### src/rtl/fifo_rd_ctrl.sv
// Read-side controller for an asynchronous (dual-clock) FIFO.
//
// Owns the read pointer, and brings the write pointer into the read clock
// domain. From those it derives the empty flag, the almost-empty flag, the
// fill level and a sticky underflow flag.
//
// Pointers are ADDRSIZE+1 bits wide. The extra MSB tells "full" apart from
// "empty" when the address bits match. Only the read pointer's Gray form
// crosses to the write domain. The incoming Gray write pointer goes through a
// plain two-flop synchronizer. Because a Gray code changes one bit per step,
// the synchronized value is always either the old pointer or the new one.
//
// Every status output is registered from next-state values. This makes empty
// assert on the same edge that consumes the last entry. Empty only clears
// after the new write pointer has passed through the synchronizer, so the
// flag is pessimistic but always safe.

module fifo_rd_ctrl #(
   parameter int ADDRSIZE = 4,
   parameter int AE_LEVEL = 1
) (
   input  logic                rclk,
   input  logic                rrst_n,
   input  logic [ADDRSIZE:0]   wptr,
   input  logic                rinc,
   input  logic                rclr_err,
   output logic [ADDRSIZE-1:0] raddr,
   output logic [ADDRSIZE:0]   rptr,
   output logic                rempty,
   output logic                raempty,
   output logic [ADDRSIZE:0]   rlevel,
   output logic                runderflow
);

   // Almost-empty threshold, resized once to pointer width for the compare.
   localparam logic [ADDRSIZE:0] AE_THRESH = (ADDRSIZE+1)'(AE_LEVEL);

   // Two-stage synchronizer for the foreign Gray write pointer.
   logic [ADDRSIZE:0] rq1_wptr;
   logic [ADDRSIZE:0] rq2_wptr;

   // Binary read pointer and its next-state companions.
   logic [ADDRSIZE:0] rbin;
   logic [ADDRSIZE:0] rbin_next;
   logic [ADDRSIZE:0] rgray_next;
   logic              rd_en;

   // Synchronized write pointer converted to binary, and the resulting level.
   logic [ADDRSIZE:0] wbin_s;
   logic [ADDRSIZE:0] level_next;

   // Capture the Gray write pointer through two flops. Only rq2_wptr is used.
   always_ff @(posedge rclk or negedge rrst_n) begin
      if (!rrst_n) begin
         rq1_wptr <= '0;
         rq2_wptr <= '0;
      end else begin
         rq1_wptr <= wptr;
         rq2_wptr <= rq1_wptr;
      end
   end

   // A read happens only when one is requested and the FIFO is not empty.
   // The pointer therefore stays put when a read is attempted while empty.
   always_comb begin
      rd_en      = rinc & ~rempty;
      rbin_next  = rbin + {{ADDRSIZE{1'b0}}, rd_en};
      rgray_next = (rbin_next >> 1) ^ rbin_next;
   end

   // Convert Gray to binary. Binary bit i is the XOR of Gray bits i and above.
   always_comb begin
      wbin_s = '0;
      for (int i = 0; i <= ADDRSIZE; i++) begin
         wbin_s[i] = ^(rq2_wptr >> i);
      end
   end

   // Fill level seen after this edge. The subtraction wraps modulo
   // 2^(ADDRSIZE+1), so it stays correct across pointer wrap. Pointers that
   // differ only in the MSB give exactly 2^ADDRSIZE, the full count.
   always_comb begin
      level_next = wbin_s - rbin_next;
   end

   // Read pointer register. Its low bits address memory with no path from rinc.
   always_ff @(posedge rclk or negedge rrst_n) begin
      if (!rrst_n) begin
         rbin <= '0;
         rptr <= '0;
      end else begin
         rbin <= rbin_next;
         rptr <= rgray_next;
      end
   end

   assign raddr = rbin[ADDRSIZE-1:0];

   // Register empty, almost-empty and level from the same next-state values.
   // This keeps empty true exactly when the level reads zero.
   always_ff @(posedge rclk or negedge rrst_n) begin
      if (!rrst_n) begin
         rempty  <= 1'b1;
         raempty <= 1'b1;
         rlevel  <= '0;
      end else begin
         rempty  <= (rgray_next == rq2_wptr);
         raempty <= (level_next <= AE_THRESH);
         rlevel  <= level_next;
      end
   end

   // Sticky underflow. A read attempt while empty sets it; rclr_err clears it.
   // If both happen in the same cycle, set wins.
   always_ff @(posedge rclk or negedge rrst_n) begin
      if (!rrst_n) begin
         runderflow <= 1'b0;
      end else if (rinc & rempty) begin
         runderflow <= 1'b1;
      end else if (rclr_err) begin
         runderflow <= 1'b0;
      end
   end

endmodule

### config.mk
export PLATFORM = sky130hd
export DESIGN_NAME = fifo_rd_ctrl
export DESIGN_NICKNAME = d
export VERILOG_FILES = /design/src/rtl/fifo_rd_ctrl.sv
export SDC_FILE = /design/constraint.sdc
export NUM_CORES = 1
export LEC_CHECK = 0
export ABC_CLOCK_PERIOD_IN_PS = 2700
export CELL_PAD_IN_SITES_DETAIL_PLACEMENT = 1
export CELL_PAD_IN_SITES_GLOBAL_PLACEMENT = 1
export CORE_UTILIZATION = 35
export DETAILED_ROUTE_END_ITERATION = 12
export PLACE_DENSITY = 0.76
export SETUP_SLACK_MARGIN = 0.4
export SLEW_MARGIN = 20
export SYNTH_ARGS = -nofsm -noshare
export SYNTH_HDL_FRONTEND = slang
export SYNTH_SLANG_ARGS = --single-unit
### constraint.sdc
create_clock -name rclk -period 2.7 [get_ports rclk]
set_clock_uncertainty 0.05 [all_clocks]
set_input_delay 0.54 -clock rclk [delete_from_list [all_inputs] [get_ports rclk]]
set_output_delay 0.54 -clock rclk [all_outputs]
set_load 0.02 [all_outputs]
======== After elaboration in Yosys (flattened, before gate mapping) ========
Index checks and enable logic that the tools add are counted.
operators by class
  mux-type cells .......................... 2
  add/sub/neg operators ................... 2
  divide/modulo/power cells ............... 0
  magnitude comparators ................... 1
  shifts and indexed selects .............. 0
  $mul .................................... 0
  reductions and logical operators ........ 6
  equal/unequal tests ..................... 1
  bitwise operators ....................... 4
operators with widths
  operator            count
  $reduce_xor 5->1    5
  $add 5x1->5         1
  $eq 5x5->1          1
  $le 5x1->1 const B  1
  $sub 5x5->5         1
  $xor 4x5->5         1
  $and 1x1->1         2
  $mux 1              2
  $reduce_bool 2->1   1
  $not 1->1           1
storage, ports and cells
  output and inout port bits .............. 17
  register bits after elaboration ......... 28
  memory bits (read-only) ................. 0
  logic and storage cells ................. 24
  memories ................................ 0
  latch bits .............................. 0
  memory bits (writable) .................. 0
  bits of input ports ..................... 9

======== Longest topological paths before layout ========
  depth in word-level cells ............... 5
  gate-level depth with buffers ........... 11
  mapped depth without buffers ............ 11

======== Worst setup path before layout ========
OpenSTA, ideal clock, no wires.
  kind .................................... in2reg
  start point ............................. input port rinc
  end point ............................... register rlevel[4]
  path slack .............................. -132 ps
  stages .................................. 10
  arrival ................................. 2719 ps
  library setup time ...................... 64 ps
  path buffers ............................ 0
  data required time ...................... 2586 ps
  cells stage by stage .................... nor2b_1 > ha_1 > ha_1 > xor2_1 > inv_1 > ha_1 > inv_1 > or3_1 > a311oi_1 > or2_2
on the way
  longest elaborated chain between the ends .. 3
RTL lines
  element                  line  source
  start, declared          25    input logic rinc,
  $and 1x1->1              66    rd_en = rinc & ~rempty;
  $add 5x1->5              67    rbin_next = rbin + {{ADDRSIZE{1'b0}}, rd_en};
  named net rbin_next[2]   44    logic [ADDRSIZE:0] rbin_next;
  $sub 5x5->5              83    level_next = wbin_s - rbin_next;
  named net level_next[4]  50    logic [ADDRSIZE:0] level_next;
  end signal, assigned     109   rlevel <= level_next;
  end, declared            31    output logic [ADDRSIZE:0] rlevel,
The timed path passes the listed nets, and every way through them passes these cells.
A chain may end at the register's enable or synchronous reset.

======== Worst setup path after layout ========
  start point ............................. register rempty
  end point ............................... register rlevel[4]
on the way
  longest elaborated chain between the ends .. 4
RTL lines
  element                  line  source
  start, declared          29    output logic rempty,
  start signal, assigned   107   rempty <= (rgray_next == rq2_wptr);
  $not 1->1                66
  $and 1x1->1              66
  $add 5x1->5              67
  named net rbin_next[2]   44
  $sub 5x5->5              83
  named net level_next[4]  50
The timed path passes the listed nets, and every way through them passes these cells.

==> results.py <==
metrics = {
    "finish": {
        "antenna_cells": 0,
        "syn_to_final_growth_pct": 52.8,
        "fin_nets": 147,
        "drive_gt1_share_pct": 32.6,
        "postLayoutCoreUtil_pct": 57.2,
    },
    "synth": {
        "synthDistinctLibCells": 25,
        "synth_area_leaders": "dfrtp_1 54%, xor2_1 9.1%, xnor2_1 6.8%",
        "synthAdderAreaFrac_pct": 5.43,
        "synth_common_cells": "25 x dfrtp_1, 12 x xor2_1, 9 x xnor2_1, 7 x inv_1, 5 x ha_1",
        "synth_xor_area_share_pct": 18.8,
        "ys_seq_area_share_pct": 58.9,
        "ys_seq_elements": 27,
        "syn_area_per_cell_um2": 12.9,
        "synth_compound_area_share_pct": 6.20,
        "synthArstFlopShare_pct": 100,
        "synth.largest_area_cell": "dfrtp_1",
        "syn-cell-area_mm2": 0.00115,
        "synth_edf_count": 0,
        "synth_top_area_share_pct": 54.3,
        "synth_top_family_by_area": "XOR/XNOR gates",
        "synth_ff_type": "dfrtp_1",
        "syn_nets": 103,
        "synth_cells": 89,
        "synth_warnings": 0,
        "synth-simple-area-share_pct": 7.93,
        "yosys-mux-area-fraction_pct": 0,
        "synthMostInstantiatedCell": "dfrtp_1",
    },
    "grt": {
        "grt_pass1_wl_um": 4320,
        "grt-ovfl-total": 0,
        "antenna_found_initial": 0,
        "grtUsageTotal_pct": 17.2,
        "grt_pass1_vias": 950,
        "grt_max_degree": 28,
    },
    "sta": {
        "slew_violations": 0,
        "finalSetupViolCount": 0,
        "hold_viol_final": 0,
        "postLayoutSetupSlackWorst_ps": 240,
        "final.min_clock_period_ps": 2460,
        "max_freq_mhz": 406,
        "slew_headroom_pct": 70.8,
        "rsz0062_at_grt": "yes",
        "worst_pin_slew_ps": 435,
        "finalCritPeriodShare_pct": 91.1,
    },
    "clock_tree": {
        "clock-sinks": 27,
        "tritoncts": "built",
        "clock-root-buffer": "clkbuf_4",
        "clkLatencyLatePin_ps": 340,
        "clk_pin_slew_ps": 160,
        "clockBufferDepth": 2,
        "cts_made_buffers": 3,
        "cts_hold_buf": 0,
        "htreeDepth": 1,
    },
    "power": {
        "p_leak_nw": 0.744,
        "internal-power_mw": 1.50,
        "p_switching_mw": 1.08,
        "comb_power_share_pct": 68.2,
        "p_total_mw": 2.58,
        "vdd_drop_max_mv": 0.491,
        "p_clk_share_pct": 7.2,
        "power_density_mw_per_mm2": 1460,
        "seqPwrFrac_pct": 24.6,
        "switching_share_pct": 41.9,
    },
    "route": {
        "avgViaCountPerCell": 4.69,
        "drt_iter0_drc": 13,
        "drc_errors": 0,
        "num_vias": 825,
        "wl_um": 2630,
        "detail_route.first_pass.iterations": 3,
        "antenna_left": 0,
        "wire_per_inst_um": 14.9,
    },
    "min_path": {
        "holdCritStartpoint": "rq1_wptr[4]",
        "hold_depth": 0,
        "hold_path_end": "rq2_wptr[4]",
        "hold_path.class": "register to register",
    },
    "critical_path": {
        "rr_startpoint": "rempty",
        "crit_path_start_kind": "register",
        "path_max_fanout": 3,
        "r2r-end": "rlevel[4]",
        "cp-startpoint": "rempty",
        "critPathKind": "register to register",
        "ff2ff_setup_slack_ps": 240,
        "cp-end-kind": "register",
        "required_ps": 2930,
        "r2r_cells": 10,
        "cp_data_arrival_time_ps": 2690,
    },
    "floorplanning": {
        "dieWidth_um": 59.4,
        "io_pins": 26,
        "fp.dieH_um": 59.4,
        "die_area_mm2": 0.00352,
        "coreArea_mm2": 0.00308,
        "start_util_pct": 37.4,
        "row_count": 20,
    },
    "placed_design": {
        "place.gp.congestion": 0.791,
        "dpl.hpwl_um": 1940,
        "io_buffer_count": 25,
        "pre_cts_ws_ps": -330,
    },
    "outcome": {
        "outcome": "completed",
    },
    "job": {
        "max_cap_violations": 0,
    },
}
## final cells by class
type | count | area (um^2)
clock buffer | 3 | 22.5
tap | 44 | 55.1
timing repair buffer | 40 | 369
sequential | 27 | 681
fill | 316 | 1320
clock inverter | 1 | 8.76
inverter | 7 | 26.3
multi-input combinational | 54 | 597
## layer usage
metal | up-vias | wire (um) | GRT usage [%]
met4 | 0 | 104 | 9.18
met1 | 414 | 995 | 19.3
met5 | - | 0 | 0
met2 | 20 | 1440 | 30.7
li1 | 382 | - | -
met3 | 9 | 83 | 3.06
## placed cells by master, fill, tap and decap left out, types with 3 or more instances in the layout
master           Yosys  final
dfrtp_1             25     23
xnor2_2              1      3
xor2_1              12     10
xnor2_1              9      7
clkbuf_4             0      3
buf_4                0     13
nand2_1              4      4
clkdlybuf4s50_1      0     24
inv_1                7      5
ha_4                 0      3
## power by group through the flow
| stage | Combinational [mW] | Sequential (mW) | Clock, mW |
|---|---|---|---|
| after floorplan | 0.732 | 0.784 | 0 |
| final | 1.76 | 0.635 | 0.185 |
| after detailed placement | 1.45 | 0.641 | 0 |
| after global placement | 1.40 | 0.631 | 0 |
| after CTS | 1.65 | 0.636 | 0.195 |
| after global routing | 1.89 | 0.652 | 0.206 |
## kinds of logic (layout without fill, tap and decap cells)
kind of cell / count (synthesis) / in the layout
compound gates: 9 / 9
xor+xnor: 23 / 23
fa+ha+maj: 5 / 5
buf+inv: 8 / 51
flops: 27 / 27
simple gates: 17 / 17
## state kept, by name, indices dropped and copies added, names as in the netlist
name        cells
rlevel          5
raempty         1
rempty          1
runderflow      1
rq2_wptr        5
rptr            4
rbin            5
rq1_wptr        5
## worst max path at each step
stage,endpoint,slack (ps)
after floorplan,rlevel[4],190
after global placement,rlevel[4],-250
after detailed placement,rlevel[4],-330
after CTS,raempty,200
after global routing,rlevel[4],190
final,rlevel[4],240
## stage by stage
stage | instance area (um^2) | TNS [ps] | instances | hold WS, ps
after floorplan | 1210 | 0 | 89 | 194
after global placement | 1590 | -598 | 167 | 283
after detailed placement | 1590 | -987 | 167 | 286
after CTS | 1700 | 0 | 175 | 322
after global routing | 1760 | 0 | 176 | 326
final | 1760 | 0 | 176 | 319
## critical path, cell delays in order, from the launching register on
cell      delay, ps
dfstp_2         580
nor2b_4          50
ha_4            160
ha_4            170
xor2_4          150
inv_2            60
ha_4            270
inv_2            40
or3_4           390
a311oi_4        290
or2_4           180
## what timing repair did
action                     CTS  global route
setup endpoints to repair    5             5
pin swaps                    6             7
hold endpoints to repair     0             0
setup buffers                4             1
resized for setup            8            11
Note: power is estimated with default switching activity, not from simulation.
